`src/rtl/switch_confirm_sync.sv`:
```
// Synchronises and debounces 16 DIP switches and the confirm button, then latches a
// switch snapshot on each debounced press with a valid/overrun handshake cleared by rd_ack.
`timescale 1ns/1ps
module switch_confirm_sync #(
    parameter int DB_LIMIT = 1000000,
    parameter int CNT_W    = 20
) (
    input  logic        clk,
    input  logic        rst,
    input  logic [15:0] sw_raw,
    input  logic        btn_raw,
    input  logic        rd_ack,
    output logic [15:0] sw_live,
    output logic [15:0] sw_snap,
    output logic        confirm_pulse,
    output logic        data_valid,
    output logic        overrun
);
    localparam logic [CNT_W-1:0] LP_CNT_LAST = CNT_W'(DB_LIMIT - 1);

    typedef enum logic {
        ST_RELEASED = 1'b0,
        ST_PRESSED  = 1'b1
    } btn_state_t;

    logic [15:0]      r_sw_meta;
    logic [15:0]      r_sw_sync;
    logic             r_btn_meta;
    logic             r_btn_sync;

    logic [15:0]      r_sw_cand;
    logic [CNT_W-1:0] r_sw_cnt;
    logic [15:0]      r_sw_live;

    logic             r_btn_cand;
    logic [CNT_W-1:0] r_btn_cnt;
    logic             r_btn_db;

    btn_state_t       r_state;
    btn_state_t       w_state_nxt;
    logic             w_pulse_nxt;
    logic             r_confirm;

    logic [15:0]      r_snap;
    logic             r_valid;
    logic             r_overrun;

    always_ff @(posedge clk) begin
        if (!rst) begin
            r_sw_meta  <= '0;
            r_sw_sync  <= '0;
            r_btn_meta <= 1'b0;
            r_btn_sync <= 1'b0;
        end else begin
            r_sw_meta  <= sw_raw;
            r_sw_sync  <= r_sw_meta;
            r_btn_meta <= btn_raw;
            r_btn_sync <= r_btn_meta;
        end
    end

    // Any change of any bit restarts the single shared count for the whole bus.
    always_ff @(posedge clk) begin
        if (!rst) begin
            r_sw_cand <= '0;
            r_sw_cnt  <= '0;
            r_sw_live <= '0;
        end else if (r_sw_sync != r_sw_cand) begin
            r_sw_cand <= r_sw_sync;
            r_sw_cnt  <= '0;
        end else if (r_sw_cand != r_sw_live) begin
            if (r_sw_cnt == LP_CNT_LAST) begin
                r_sw_live <= r_sw_cand;
                r_sw_cnt  <= '0;
            end else begin
                r_sw_cnt <= r_sw_cnt + CNT_W'(1);
            end
        end else begin
            r_sw_cnt <= '0;
        end
    end

    always_ff @(posedge clk) begin
        if (!rst) begin
            r_btn_cand <= 1'b0;
            r_btn_cnt  <= '0;
            r_btn_db   <= 1'b0;
        end else if (r_btn_sync != r_btn_cand) begin
            r_btn_cand <= r_btn_sync;
            r_btn_cnt  <= '0;
        end else if (r_btn_cand != r_btn_db) begin
            if (r_btn_cnt == LP_CNT_LAST) begin
                r_btn_db  <= r_btn_cand;
                r_btn_cnt <= '0;
            end else begin
                r_btn_cnt <= r_btn_cnt + CNT_W'(1);
            end
        end else begin
            r_btn_cnt <= '0;
        end
    end

    always_comb begin
        w_state_nxt = r_state;
        w_pulse_nxt = 1'b0;
        case (r_state)
            ST_RELEASED: begin
                if (r_btn_db) begin
                    w_state_nxt = ST_PRESSED;
                    w_pulse_nxt = 1'b1;
                end
            end
            ST_PRESSED: begin
                if (!r_btn_db) begin
                    w_state_nxt = ST_RELEASED;
                end
            end
            default: w_state_nxt = ST_RELEASED;
        endcase
    end

    always_ff @(posedge clk) begin
        if (!rst) begin
            r_state   <= ST_RELEASED;
            r_confirm <= 1'b0;
        end else begin
            r_state   <= w_state_nxt;
            r_confirm <= w_pulse_nxt;
        end
    end

    // A press coinciding with rd_ack counts the old snapshot as consumed, so no overrun.
    always_ff @(posedge clk) begin
        if (!rst) begin
            r_snap    <= '0;
            r_valid   <= 1'b0;
            r_overrun <= 1'b0;
        end else if (r_confirm) begin
            r_snap  <= r_sw_live;
            r_valid <= 1'b1;
            if (rd_ack) begin
                r_overrun <= 1'b0;
            end else if (r_valid) begin
                r_overrun <= 1'b1;
            end
        end else if (rd_ack) begin
            r_valid   <= 1'b0;
            r_overrun <= 1'b0;
        end
    end

    assign sw_live       = r_sw_live;
    assign sw_snap       = r_snap;
    assign confirm_pulse = r_confirm;
    assign data_valid    = r_valid;
    assign overrun       = r_overrun;
endmodule

```
`config.mk`:
```
export PLATFORM = sky130hd
export DESIGN_NAME = switch_confirm_sync
export DESIGN_NICKNAME = d
export VERILOG_FILES = /design/src/rtl/switch_confirm_sync.sv
export SDC_FILE = /design/constraint.sdc
export NUM_CORES = 1
export LEC_CHECK = 0
export CAP_MARGIN = 20
export CORE_ASPECT_RATIO = 2
export CORE_MARGIN = 10
export CORE_UTILIZATION = 50
export DETAILED_ROUTE_END_ITERATION = 8
export PLACE_DENSITY = 0.73
export SKIP_CTS_REPAIR_TIMING = 1
export SLEW_MARGIN = 20
export SYNTH_ARGS = -nofsm -noshare
export SYNTH_HDL_FRONTEND = slang
export SYNTH_SLANG_ARGS = --single-unit
```
`constraint.sdc`:
```
create_clock -name clk -period 2.3 [get_ports clk]
set_input_delay 0.46 -clock clk [delete_from_list [all_inputs] [get_ports clk]]
set_output_delay 0.46 -clock clk [all_outputs]
set_load 0.03 [all_outputs]
```
# Yosys cells after proc, flatten, opt, wreduce, memory -nomap -nowiden
# Cells that the tools add are included.
# Widths: inputs -> output; s select.
# totals
output_inout_bits	35
wordCells	42
input_bits	20
regBits	128
# classes
n_bitwise	5
n_addsub	2
reduce_logical	8
muxes	6
n_eq_ne	6
# ops
operator	count
$add 20x1->20 const B	2
$eq 20x20->1 const B	2
$ne 16x16->1	2
$reduce_or 4->1	2
$mux 1	6
$reduce_and 3->1	2
$not 1->1	5
$reduce_bool 2->1	2
$ne 1x1->1	2
$reduce_and 2->1	1
$reduce_or 2->1	1

# Depth between registers and ports, before layout
# Gate-level depths: netlist of run 1.
# logic_depth
depth_word	3
mapped_depth	8

# Least setup slack after synthesis of run 1
# Ideal clock, no wire load.
# synth_path
path_kind	register -> register
startpoint	reg r_sw_cnt[0]
endpoint	reg r_sw_live[10] (netlist: sw_live[10])
stages_incl_launch_ff	9
period_less_slack_ns	1.788
path_buffers	2
setup_time_ns	0.072
arrival_ns	1.716
slack_ns	0.512
t_required_ns	2.228
path_cell_list	dfxtp_1 ha_1 and4_4 nand2_2 nor4_2 and3_1 buf_6 buf_12 mux2i_1
# synth_between
elab_chain_cells	2
# synth_lines
element	line_no	source
start, declared	32	logic [CNT_W-1:0] r_sw_cnt;
start signal, assigned	76	r_sw_cnt <= r_sw_cnt + CNT_W'(1);
$eq 20x20->1	72	if (r_sw_cnt == LP_CNT_LAST) begin
$reduce_and 3->1 (no source line)	n/a	
end signal, assigned	73	r_sw_live <= r_sw_cand;
end, declared	33	logic [15:0] r_sw_live;
# Every way passes these cells.
# A chain may end at the register's enable or synchronous reset.

# Worst setup path in the final report of run 1
# layout_path
startpoint	reg r_sw_live[1] (netlist: sw_live[1])
endpoint	out sw_live[1]
# layout_rtl
element	line_no	source
end, declared	13	output logic [15:0] sw_live,
# No word-level cell between the ends.

==> metrics.txt, run 1 <==
status=finished clean; worst path cell trace=clkdlybuf4s50_1; DPL Wire Length=approximately 6900 um; Hold Path Class=reg -> reg; Worst-path clk slew=0.05 ns; Max-Cap Viols=0; via count=3421; Post-synth top flop=dfxtp_1; H-tree Lvls=4; Non-Filler Instances=approximately 700; Final nets=~580; DIE WIDTH=between 90 and 100 um; Total Routed Length=about 9600 um; RSZ-0062 raised after global routing=no; gr usage total=about 14%; most common cell after layout, fill and taps aside=dfxtp_1; most frequent cells in the layout=128 x dfxtp_1, 54 x and2_1, 52 x clkdlybuf4s50_1; Vias per Instance=4.91; fin. max-slew vios=0; number of global-route vias before repair=3516; slowest CP cell=clkdlybuf4s50_1; Port Buf Inserts=54; Critical Path Start Type=register; Synthesis Warnings=0; netlist area before placement=4940 um^2; M2 GR Usage=26.0%; cts bufs inserted=17; met1 usage in global routing=between 10% and 20%; M3 GR Usage=4.72%; clk sink count=about 130; Routed WL per cell=13.8 um; Setup Skew=0.00698 ns; Final Cycle Share=88.9%; Leak=0.00217 uW; clock root cell=clkbuf_16; synthesized netlist cell count=495; Clock Path Buffers=2; Core Region=9700 um^2; actual slew at the worst max-slew pin=0.466 ns; Worst VDD drop=0.000574 V; 1st-pass router iterations=4; area of the multi-input gates=2200 um^2; crit end category=output port; total congestion overflow=0; min cycle time layout=slightly above 2 ns; row count=51; Rel. slew slack=68.7%; worst skew pair latency=0.41 ns; CTS tree=done; sequential share of the synthesized area=51.9%; Final ANT Viol Nets=0; ys async rst share=0%; synthesized flop and latch total=128; Antenna Cells=0; pin count of the biggest net entering global routing=70; Post-Syn Area per Cell=about 10 um^2; Worst Path Required=roughly 1.8 ns; Initial Util=50.9%; layout cell share with drive strength beyond 1=6.90%; first-pass GRT wire length=16500 um; Final GP Congestion=0.816; Mapped Nets=517; Worst Path Arrival=1.58 ns; area grow syn2layout=24.7%; initial antenna violation count=0; # IOs=55; filler cell count=809; Fin. Hold Viols=0; critical path fanouts, max=4; die area=between 10000 and 15000 um^2; CP max stage delay=0.74 ns; Unique masters post-synth=37; PD cells=816 nW/um^2; Placed Cells incl. Taps=667; CP bufs+invs=1; CP Class=reg -> out; busiest grt layer=met2; Sequential Area=around 2600 um^2; Iter 0 DRT Violations=151; DRC=0; final setup TNS=0 ns; EDFF count, synth=0; fmax=slightly below 500 MHz; Final Setup Violations=0; die height=~160 um; delay-heaviest family, CP=buffers and inverters
-- flip-flops by register name (all words and copies together), names as in the netlist --
register	cells
r_sw_cand	16
r_sw_meta	16
r_btn_cnt	20
confirm_pulse	1
r_sw_sync	16
r_sw_cnt	20
overrun	1
data_valid	1
r_state	1
sw_live	16
r_btn_meta	1
r_btn_db	1
r_btn_sync	1
sw_snap	16
r_btn_cand	1
-- path summary, 6_finish.rpt --
check,from,end,slack (ns),cells after the start
max,sw_live[1]$_SDFFE_PN0P_,sw_live[1],0.26,1
min,r_state$_SDFF_PN0_,confirm_pulse$_SDFF_PP0_,0.39,1
max reg2reg,r_sw_cnt[0]$_SDFF_PP0_,sw_live[7]$_SDFFE_PN0P_,0.30,7
min reg2reg,r_state$_SDFF_PN0_,confirm_pulse$_SDFF_PP0_,0.39,1
-- where the power goes --
| group | switching (uW) | internal [uW] | total (uW) |
|---|---|---|---|
| combinational | 55.0 | 76.5 | 131 |
| sequential | 19.9 | 2260 | 2280 |
| clock | 877 | 1740 | 2620 |
-- Yosys cell counts (all sizes together) (2+ instances only) --
cell           n  share of area, %
dfxtp        128                52
and2          54               6.8
nor2          50               3.8
nand2         44               3.4
xnor2         40               7.1
mux2i         32               6.5
xor2          28               5.0
nor2b         19               2.4
nand3         16               1.7
nand4         11               1.4
nor4          11               1.5
buf            9               1.6
inv            9              0.68
clkbuf         8              0.61
and3           7              0.89
and4           5              0.94
nor3           5              0.51
dlygate4sd1    3              0.53
ha             2              0.51
nor4b          2              0.35
o21ai          2              0.20
or3            2              0.25
-- final cells by class --
| cell class | count | area share [%] |
|---|---|---|
| clock buffers | 23 | 7.60 |
| clock inverters | 7 | 1.79 |
| inverters | 9 | 0.549 |
| multi-input cells | 338 | 35.8 |
| flip-flops and latches | 128 | 41.6 |
| well taps | 132 | 2.68 |
| repair buffers | 60 | 10.0 |
-- stage by stage --
stage	instance area [um^2]	util (%)	hold WS, ns	power [uW]	setup WS [ns]
5_1_grt	6160	63.5	0.416	5170	0.174
3_3_place_gp	5580	57.5	0.377	2450	0.453
4_1_cts	6160	63.5	0.390	5060	0.231
6_report	6160	63.5	0.386	5020	0.256
2_1_floorplan	4940	-	0.367	2400	0.512
3_5_place_dp	5580	57.5	0.383	2460	0.349
-- cell families (layout without fill, tap and decap cells) --
family / after synthesis / count (layout) / share of synthesized area, %
AO/OA/AOI/OAI: 6 / 6 / 0.786
XOR/XNOR: 68 / 68 / 12.1
adder cells (fa/ha/maj): 2 / 2 / 0.507
buffers and inverters: 29 / 99 / 3.47
flip-flops: 128 / 128 / 51.9
multiplexers: 32 / 32 / 6.49
AND/OR/NAND/NOR: 230 / 230 / 24.8
-- metal layers --
layer / part of all wire [%] / up-vias
met1: 40 / 1612
li1: - / 1736
met3: 3.5 / 16
met5: 0 / -
met4: 1.6 / 0
met2: 55 / 57
Note: power is estimated with default switching activity, not from simulation.
==> inputs of run 2 (changes only) <==
Settings changed: CORE_MARGIN 10 to not set, GPL_TIMING_DRIVEN set to 0.
==> metrics.txt, run 2 (synthesis results as in run 1) <==
Clock Path Buffers=2 (unchanged); Seq pwr share=44.7% (-0.6 points); Worst-path clk slew=0.06 ns (about the same); DPL Wire Length=6940 um (+1.1%); total congestion overflow=0 (unchanged); die height=143 um (-11%); PD cells=816 nW/um^2 (about the same); Final GP Congestion=0.838 (+2.7%); CP max stage delay=0.60 ns (-0.14 ns); R2R setup slack=0.17 ns (-0.13 ns); slowest CP cell=nor4_1; Total Routed Length=9440 um (-1.9%); crit end category=register; Max-Cap Viols=0 (unchanged); FF-to-FF End=sw_live[9]$_SDFFE_PN0P_; row count=51 (unchanged); crit path to=sw_live[9]$_SDFFE_PN0P_; Port Buf Inserts=54 (unchanged); Iter 0 DRT Violations=141 (-6.6%); Non-Filler Instances=713 (+2.3%); critical path fanouts, max=10 (+6); switching share of total power=22.2% (+3.2 points); Net Switching=1130 uW (+19%); Sequential Area=2560 um^2 (unchanged); pin count of the biggest net entering global routing=17 (-76%); DRC=0 (unchanged); Antenna Cells=0 (unchanged); Worst VDD drop=0.000645 V (+13%); worst r2r src=r_sw_cand[1]$_SDFFE_PN0P_; worst path cell trace=xnor2_1 > nand4_1 > nor4_1 > and3_1 > buf_6 > buf_12 > mux2i_1; initial antenna violation count=0 (unchanged); worst skew pair latency=0.41 ns (about the same); biggest regs=r_btn_cnt (20), r_sw_cnt (20); first-pass GRT wire length=16300 um (-1.1%); CP Class=reg -> reg; Hold Path Class=reg -> reg; fin util=64.8% (+1.3 points); clock root cell=clkbuf_16; most common cell after layout, fill and taps aside=dfxtp_1; Critical Path Start Type=register; Worst Path Arrival=2.46 ns (+0.88 ns); DIE WIDTH=72.3 um (-20%); number of global-route vias before repair=3609 (+2.6%); CP Launch Point=r_sw_cand[1]$_SDFFE_PN0P_; Comb pwr share=2.7% (about the same); 1st-pass router iterations=5 (+1); Internal=3960 uW (-2.7%); Setup Skew=0.00839 ns (+0.00140 ns); fin. max-slew vios=0 (unchanged); most frequent cells in the layout=128 x dfxtp_1, 54 x and2_1, 54 x clkdlybuf4s50_1; die area=10300 um^2 (-29%); worst reg2reg path depth=7 (unchanged); area of the multi-input gates=2200 um^2 (unchanged); Core Region=9640 um^2 (-0.66%); area grow syn2layout=26.4%; Leak=0.00221 uW (+1.7%); layout cell share with drive strength beyond 1=7.92% (+1.0 points); filler cell count=787 (-2.7%); min cycle time layout=2.13 ns (+0.0834 ns); Vias per Instance=4.90 (-0.10%); fmax=470 MHz (-3.9%); # IOs=55 (unchanged); clk sink count=128 (unchanged); Initial Util=51.2% (+0.34 points); via count=3496 (+2.2%); Final Cycle Share=92.5% (+3.6 points); Worst Path Required=2.64 ns (+0.80 ns); final setup TNS=0 ns (unchanged); cts bufs inserted=17 (unchanged); Clock power frac=52.7% (+0.6 points); hold path start=r_state$_SDFF_PN0_; actual slew at the worst max-slew pin=0.699 ns (+0.233 ns); Tot Pwr=5090 uW (+1.3%); Final ANT Viol Nets=0 (unchanged); RSZ-0062 raised after global routing=no; Fin. Hold Viols=0 (unchanged); Placed Cells incl. Taps=681 (+2.1%); Rel. slew slack=53.4% (-15 points); Final Setup Violations=0 (unchanged); gr usage total=20.7% (+6.9 points); Final nets=590 (+2.4%); status=finished clean; CTS tree=done; Routed WL per cell=13.2 um (-4.1%); H-tree Lvls=4 (unchanged)
[run 2: changes by cell type in the layout (fill, tap and decap cells not counted)]
cell,change
buf_6,+3
clkinvlp_4,+1
inv_6,+8
inv_8,+1
bufinv_16,-1
buf_4,-3
clkinv_2,-3
clkbuf_8,-2
dlygate4sd1_1,+3
clkinv_4,+2
buf_2,+3
buf_12,-2
clkbuf_1,+4
clkdlybuf4s50_1,+2
[run 2: worst min-delay path by stage]
stage / to / cells after the start / slack, ns
2_1_floorplan: confirm_pulse$_SDFF_PP0_ / 1 / 0.37
3_5_place_dp: confirm_pulse$_SDFF_PP0_ / 1 / 0.38
6_report: confirm_pulse$_SDFF_PP0_ / 1 / 0.39
5_1_grt: confirm_pulse$_SDFF_PP0_ / 1 / 0.42
3_3_place_gp: confirm_pulse$_SDFF_PP0_ / 1 / 0.37
4_1_cts: confirm_pulse$_SDFF_PP0_ / 1 / 0.40
[run 2: power by group through the flow]
stage | sequential [uW] | clock, uW | combinational [uW]
floorplan | 2320 | 0 | 81.1
global placement | 2320 | 0 | 136
detailed placement | 2320 | 0 | 138
CTS | 2270 | 2730 | 138
global route | 2280 | 2840 | 153
finish | 2270 | 2680 | 136
[run 2: final cells by class]
cell class | count | area share, %
timing repair buffer | 54 | 8.66
buffer | 20 | 2.21
clock inverter | 15 | 2.75
multi-input combinational | 338 | 35.3
inverter | 9 | 0.541
clock buffer | 17 | 6.82
sequential | 128 | 41.1
tap | 132 | 2.65
[run 2: through the flow]
stage | area [um^2] | setup slack, ns | hold slack, ns
3_5_place_dp | 5640 | -0.0347 | 0.383
4_1_cts | 6240 | 0.222 | 0.398
5_1_grt | 6240 | 0.131 | 0.416
2_1_floorplan | 4940 | 0.512 | 0.367
3_3_place_gp | 5640 | -0.0408 | 0.375
6_report | 6240 | 0.173 | 0.391
[run 2: critical path: cells and delay by family (launching register included)]
kind                      cells  cell delay [ns]
xor gates and xnor gates      1             0.23
buffers and inverters         2             0.30
DFF                           1             0.34
muxes                         1             0.19
and+or+nand+nor               3             0.99
[run 2: layer usage]
metal | routed length (um) | part of all wire (%) | global-route usage, % | vias to the layer above
met4 | 303 | 3.2 | 10.5 | 0
met5 | 0 | 0 | 0 | -
met2 | 5220 | 55 | 38.0 | 76
li1 | - | - | - | 1768
met1 | 3610 | 38 | 20.3 | 1624
met3 | 306 | 3.2 | 6.16 | 28
